**config.mk**
```make
export PLATFORM = sky130hd
export DESIGN_NAME = pipe_scoreboard
export DESIGN_NICKNAME = d
export VERILOG_FILES = /design/src/rtl/pipe_scoreboard.sv
export SDC_FILE = /design/constraint.sdc
export NUM_CORES = 1
export LEC_CHECK = 0
export CAP_MARGIN = 20
export CORE_ASPECT_RATIO = 0.75
export CORE_MARGIN = 5
export CORE_UTILIZATION = 53
export DETAILED_ROUTE_END_ITERATION = 12
export HOLD_SLACK_MARGIN = 0.03
export PLACE_DENSITY = 0.86
export SLEW_MARGIN = 10
export SYNTH_ARGS = -nofsm -noshare
export SYNTH_HDL_FRONTEND = slang
export SYNTH_SLANG_ARGS = --single-unit
export TNS_END_PERCENT = 10
```
**constraint.sdc**
```tcl
create_clock -name clk -period 4.8 [get_ports clk]
set_input_delay 0.72 -clock clk [delete_from_list [all_inputs] [get_ports clk]]
set_output_delay 0.72 -clock clk [all_outputs]
set_load 0.02 [all_outputs]
```
**src/rtl/pipe_scoreboard.sv**
```systemverilog
// Hazard-detection and forwarding scoreboard beside the ID stage.
// Tracks in-flight register writes, drives stall, forwarding selects, and statistics counters.
module pipe_scoreboard #(
    parameter int N_REGS   = 16,
    parameter int REG_W    = 4,
    parameter int DEPTH    = 3,
    parameter int LOAD_LAT = 1,
    parameter int FWD_EN   = 1,
    parameter int CNT_W    = 16
) (
    input  logic                         clk,
    input  logic                         rst,
    input  logic                         freeze,
    input  logic                         flush,
    input  logic                         id_valid,
    input  logic [REG_W-1:0]             id_src1,
    input  logic                         id_src1_used,
    input  logic [REG_W-1:0]             id_src2,
    input  logic                         id_src2_used,
    input  logic [REG_W-1:0]             id_dest,
    input  logic                         id_wb_en,
    input  logic                         id_mem_r_en,
    output logic                         stall,
    output logic [$clog2(DEPTH+1)-1:0]   fwd_sel1,
    output logic [$clog2(DEPTH+1)-1:0]   fwd_sel2,
    output logic [N_REGS-1:0]            busy_mask,
    output logic [$clog2(DEPTH+1)-1:0]   inflight,
    output logic [CNT_W-1:0]             stall_cnt,
    output logic [CNT_W-1:0]             fwd_cnt
);

    localparam int SEL_W = $clog2(DEPTH + 1);

    typedef struct packed {
        logic             hit;
        logic             load_haz;
        logic [SEL_W-1:0] sel;
    } match_t;

    logic [DEPTH-1:0] slot_wb;
    logic [DEPTH-1:0] slot_mr;
    logic [REG_W-1:0] slot_dest [DEPTH];

    match_t     m1, m2;
    logic       haz1, haz2;
    logic       accept;
    logic       fwd_any;

    // Scan oldest to youngest so the youngest matching slot is the one left standing.
    function automatic match_t find_youngest(
        input logic [REG_W-1:0] src,
        input logic             used,
        input logic [DEPTH-1:0] wb,
        input logic [DEPTH-1:0] mr,
        input logic [REG_W-1:0] dest [DEPTH]
    );
        match_t m;
        m = '0;
        for (int k = DEPTH - 1; k >= 0; k--) begin
            if (used && wb[k] && (dest[k] == src)) begin
                m.hit      = 1'b1;
                m.load_haz = mr[k] && (k < LOAD_LAT);
                m.sel      = SEL_W'(k + 1);
            end
        end
        return m;
    endfunction

    function automatic logic [CNT_W-1:0] sat_inc(input logic [CNT_W-1:0] v);
        return (&v) ? v : v + 1'b1;
    endfunction

    always_comb begin
        m1 = find_youngest(id_src1, id_src1_used, slot_wb, slot_mr, slot_dest);
        m2 = find_youngest(id_src2, id_src2_used, slot_wb, slot_mr, slot_dest);
        if (FWD_EN != 0) begin
            haz1     = m1.load_haz;
            haz2     = m2.load_haz;
            fwd_sel1 = m1.sel;
            fwd_sel2 = m2.sel;
        end else begin
            haz1     = m1.hit;
            haz2     = m2.hit;
            fwd_sel1 = '0;
            fwd_sel2 = '0;
        end
        stall   = id_valid && !flush && (haz1 || haz2);
        accept  = id_valid && !stall && !flush;
        fwd_any = (fwd_sel1 != '0) || (fwd_sel2 != '0);
    end

    always_comb begin
        busy_mask = '0;
        inflight  = '0;
        for (int k = 0; k < DEPTH; k++) begin
            if (slot_wb[k]) begin
                busy_mask[slot_dest[k]] = 1'b1;
            end
            inflight = inflight + SEL_W'(slot_wb[k]);
        end
    end

    // Slot control and counters: advance one stage per unfrozen edge
    always_ff @(posedge clk or negedge rst) begin
        if (!rst) begin
            slot_wb   <= '0;
            slot_mr   <= '0;
            stall_cnt <= '0;
            fwd_cnt   <= '0;
        end else if (!freeze) begin
            for (int k = DEPTH - 1; k >= 1; k--) begin
                slot_wb[k] <= slot_wb[k-1];
                slot_mr[k] <= slot_mr[k-1];
            end
            slot_wb[0] <= accept && id_wb_en;
            slot_mr[0] <= accept && id_mem_r_en;
            if (stall) begin
                stall_cnt <= sat_inc(stall_cnt);
            end
            if (accept && fwd_any) begin
                fwd_cnt <= sat_inc(fwd_cnt);
            end
        end
    end

    // Destination indices are qualified by slot_wb, so they need no reset
    always_ff @(posedge clk) begin
        if (!freeze) begin
            for (int k = DEPTH - 1; k >= 1; k--) begin
                slot_dest[k] <= slot_dest[k-1];
            end
            slot_dest[0] <= id_dest;
        end
    end

endmodule

```
# [Word level (Yosys, flattened, before mapping)]
# Cells that the tools add are included.
[op_classes] addsub=4 magnitude_cmp=6 eq_ne=6 mux=15 bitwise_logic=5 n_reduce_logical=32
[ops] op="$mux 16" n=3
[ops] op="$add 16x1->16 const B" n=2
[ops] op="$or 16x16->16" n=2
[ops] op="$reduce_and 16->1" n=2
[ops] op="$eq 4x4->1" n=6
[ops] op="$logic_and 1x1->1" n=22
[ops] op="$lt 4x5->1 const B" n=3
[ops] op="$demux 1 s4" n=3
[ops] op="$ge 4x1->1 const B" n=3
[ops] op="$mux 3" n=4
[ops] op="$reduce_and 3->1" n=2
[ops] op="$mux 2" n=2
[ops] op="$reduce_bool 2->1" n=2
[ops] op="$mux 1" n=3
[ops] op="$not 1->1" n=3
[ops] op="$add 1x1->2" n=1
[ops] op="$add 2x1->2" n=1
[ops] op="$logic_not 1->1" n=2
[ops] op="$logic_or 1x1->1" n=2
[word_totals] ff_bits=48 input_bits=21 output_inout_bits=55 wordCells=75

# [Longest topological paths before layout]
[depth] depth_word=12 mapped_depth=9 mapped_depth_nobuf=7

# [Least setup slack after synthesis]
# No wires, ideal clock.
[synth_path] path_type="input to output" start="in id_src2[0]" end="out fwd_sel2[1]" arrival_ns=1.918 required_ns=4.080 slack_ns=2.162 path_stages=4 n_path_buf=0 path_cell_list="a222oi_1 > or4b_1 > nor2b_1 > nor2_1"
[synth_via] elab_chain_cells=5 elab_cells_between_ends=9 cone_classes="eq/ne (3); mux (3); reduce/logical (3)"
[synth_rtl] element="start, declared" line="18" rtl="input logic [REG_W-1:0] id_src2,"
[synth_rtl] element="$eq 4x4->1" line="60" rtl="if (used && wb[k] && (dest[k] == src)) begin"
[synth_rtl] element="$logic_and 1x1->1" line="60"
[synth_rtl] element="$mux 2" line="60"
[synth_rtl] element="$mux 3" line="60"
[synth_rtl] element="$mux 3 *" line="60"
[synth_rtl] element="end, declared" line="25" rtl="output logic [$clog2(DEPTH+1)-1:0] fwd_sel2,"
# Every way passes the cells marked *; elsewhere a longest branch is shown, timed or not.

# [Worst setup path in the final report]
[layout_path] start="in id_src2[2]" end="out fwd_sel2[1]"
# Same word-level chain as after synthesis.

==> out/qor.csv <==
metric;value;unit
synth_top_family_by_area;simple AND/OR/NAND/NOR gates;
status;finished, final reports clean;
synth.area.top_cells;dfrtp_1, edfxtp_1, xor2_1, xnor2_1, nand2_1;
hold_class;reg -> reg;
synth_xor_area_share;14.6;%
yosysTopAreaCellShare;31.4;%
power_switching;0.222;mW
rr_worst_depth;6;
dpl.hpwl;5570;um
drv_cap;0;
clk_latency;0.30;ns
grt_max_degree;37;
routed_wl;7420;um
rsz0062_at_grt;false;
async_flop_share;75.0;%
drc_errors;0;
cts-root-buf;clkbuf_8;
slew_viol_final;0;
worst_pin_slew;0.710;ns
cts_tree;yes;
diodes;0;
die_h;73.8;um
synth_compound_area_share;8.58;%
grtUsageMet1;29.6;%
postCtsHoldBufs;0;
top_usage_layer;met2;
final_hold_viol_count;0;
ys_seq_area_share;43.9;%
ys_seq_elements;48;
min_period;3.69;ns
port_buffers;75;
vdd_drop_max;200;uV
p_seq_share;57.1;%
use_met3;6.45;%
drt_iter0_drc;345;
num_rows;23;
post-route-period-util;76.8;%
core-area;5300;um^2
cts_max_path_buffers;2;
synth_fp_nets;314;
clk_pin_slew;0.08;ns
ys.flop_type;dfrtp_1;
vias;2562;
max_freq;271;MHz
dpl_worst_slack;1.14;ns
start_util;54.3;%
yosysTopAreaCell;dfrtp_1;
finalPower;0.810;mW
path_class;in -> out;
cp-start-kind;primary input;
cp-end-kind;output pin;
p_int;0.588;mW
clkPwrFrac;29.2;%
synth.cell_area;2870;um^2
num_io_pins;76;
drtPass1Iterations;5;
htreeDepth;2;
use_met2;34.2;%
crit_required;4.08;ns
syn_to_final_growth;30.7;%
power_leakage;1.57;nW
cts.sinks;48;
layout.nets;390;
fin_skew;0.00469;ns
muxShareOfSynthArea;1.57;%
synth_common_cells;nand2_1, dfrtp_1, xor2_1;
worstPathArrival;2.97;ns
synth-adder-area-share;1.57;%
cts_made_buffers;5;
dieWidth;95.0;um
p_per_area;216;nW/um^2
cts_resized;0;
critPathMaxFanout;3;
netlist_instances;290;
grt_pass1_wl;11700;um
fin_util;70.9;%
setup_tns;0;ns
yosysMostFrequentCell;nand2_1;
ant_nets;0;
avgRoutedWirePerCell;16.8;um
drive_above_1_share;6.54;%
die_area;7010;um^2
via_per_inst;5.80;
synth_cell_types;48;
grt.total_usage;21.7;%
ff2ff_setup_slack;2.11;ns
postCtsSetupBuffers;0;
power_switching_share;27.4;%
grt_pass1_vias;2399;
hold_depth;1;
syn-mean-instance-area;9.91;um^2
slew-limit-headroom;52.2;%
synth_edf_count;12;
combPwrFrac;13.7;%
antenna_found_initial;0;
overflow;0;
fin_ws;1.11;ns
finalSetupViolCount;0;
routabilityCongestion;0.933;
ys_warn_count;0;
synth-simple-area-share;26.6;%
## registers in the layout (all words and copies together) (netlist names)
name	count
fwd_cnt	16
stall_cnt	16
slot_mr	1
slot_dest	12
slot_wb	3
## power groups by stage
| stage | registers, mW | logic (mW) | clock network (mW) |
|---|---|---|---|
| floorplan | 0.456 | 0.0651 | 0 |
| CTS | 0.460 | 0.111 | 0.242 |
| global placement | 0.467 | 0.107 | 0 |
| detailed placement | 0.468 | 0.111 | 0 |
| finish | 0.463 | 0.111 | 0.236 |
| global route | 0.464 | 0.121 | 0.262 |
## critical path: stages
cell             delay, ns
clkdlybuf4s50_1       0.54
inv_1                 0.08
a222oi_1              0.25
or4b_1                0.50
nor2b_1               0.16
nor2_1                0.11
clkdlybuf4s50_1       0.61
## layout by cell type, fill, tap and decap left out, types with 2 or more instances in the layout
master           count
a22o_1               3
a22oi_1              9
a32oi_1              6
and2_1               3
and3_1               4
clkbuf_8             5
clkdlybuf4s50_1     75
dfrtp_1             36
edfxtp_1            12
ha_1                 2
inv_1                9
mux2_2               3
nand2_1             43
nand2b_1             4
nand3_1             23
nand4_1              5
nor2_1              21
nor2b_1              7
nor3_1               4
nor3_2               4
nor3b_1              2
nor4_1               8
nor4_4               2
o21bai_1             2
or3_1                2
xnor2_1             20
xor2_1              28
## routing by layer
metal  up-vias  routed length (um)
met4         0                  98
met1      1216                3140
li1       1179                   -
met2       142                3490
met5         -                   0
met3        25                 683
## path summary, 6_finish.rpt
check                              from          end
min in group asynchronous           rst   fwd_cnt[0]
hold reg to reg             fwd_cnt[14]  fwd_cnt[14]
max in group asynchronous           rst  fwd_cnt[14]
hold / removal              fwd_cnt[14]  fwd_cnt[14]
setup / recovery             id_src2[2]  fwd_sel2[1]
setup reg to reg           slot_dest[9]   fwd_cnt[1]
## stage by stage
stage | hold slack, ns | std cells | cell area [um^2]
floorplan | 0.421 | 290 | 2870
finish | 0.491 | 442 | 3760
global placement | 0.480 | 434 | 3670
global route | 0.520 | 442 | 3760
CTS | 0.497 | 442 | 3760
detailed placement | 0.481 | 434 | 3670
## kinds of logic (layout without fill, tap and decap cells)
kind of cell,count (synthesis),count (layout)
AOI/OAI and AO/OA,29,29
buffers and inverters,17,94
xor gates and xnor gates,48,48
adders and majority gates,3,3
and+or+nand+nor,141,141
DFF,48,48
muxes,4,4
## final cells by class
cell class	instances	area, um^2
clock buffer	6	72.6
timing repair buffer	76	758
sequential	48	1260
inverter	10	37.5
tap	75	93.8
multi-input combinational	225	1520
clock inverter	2	12.5
fill	429	1540
(Power assumes the default switching activity.)
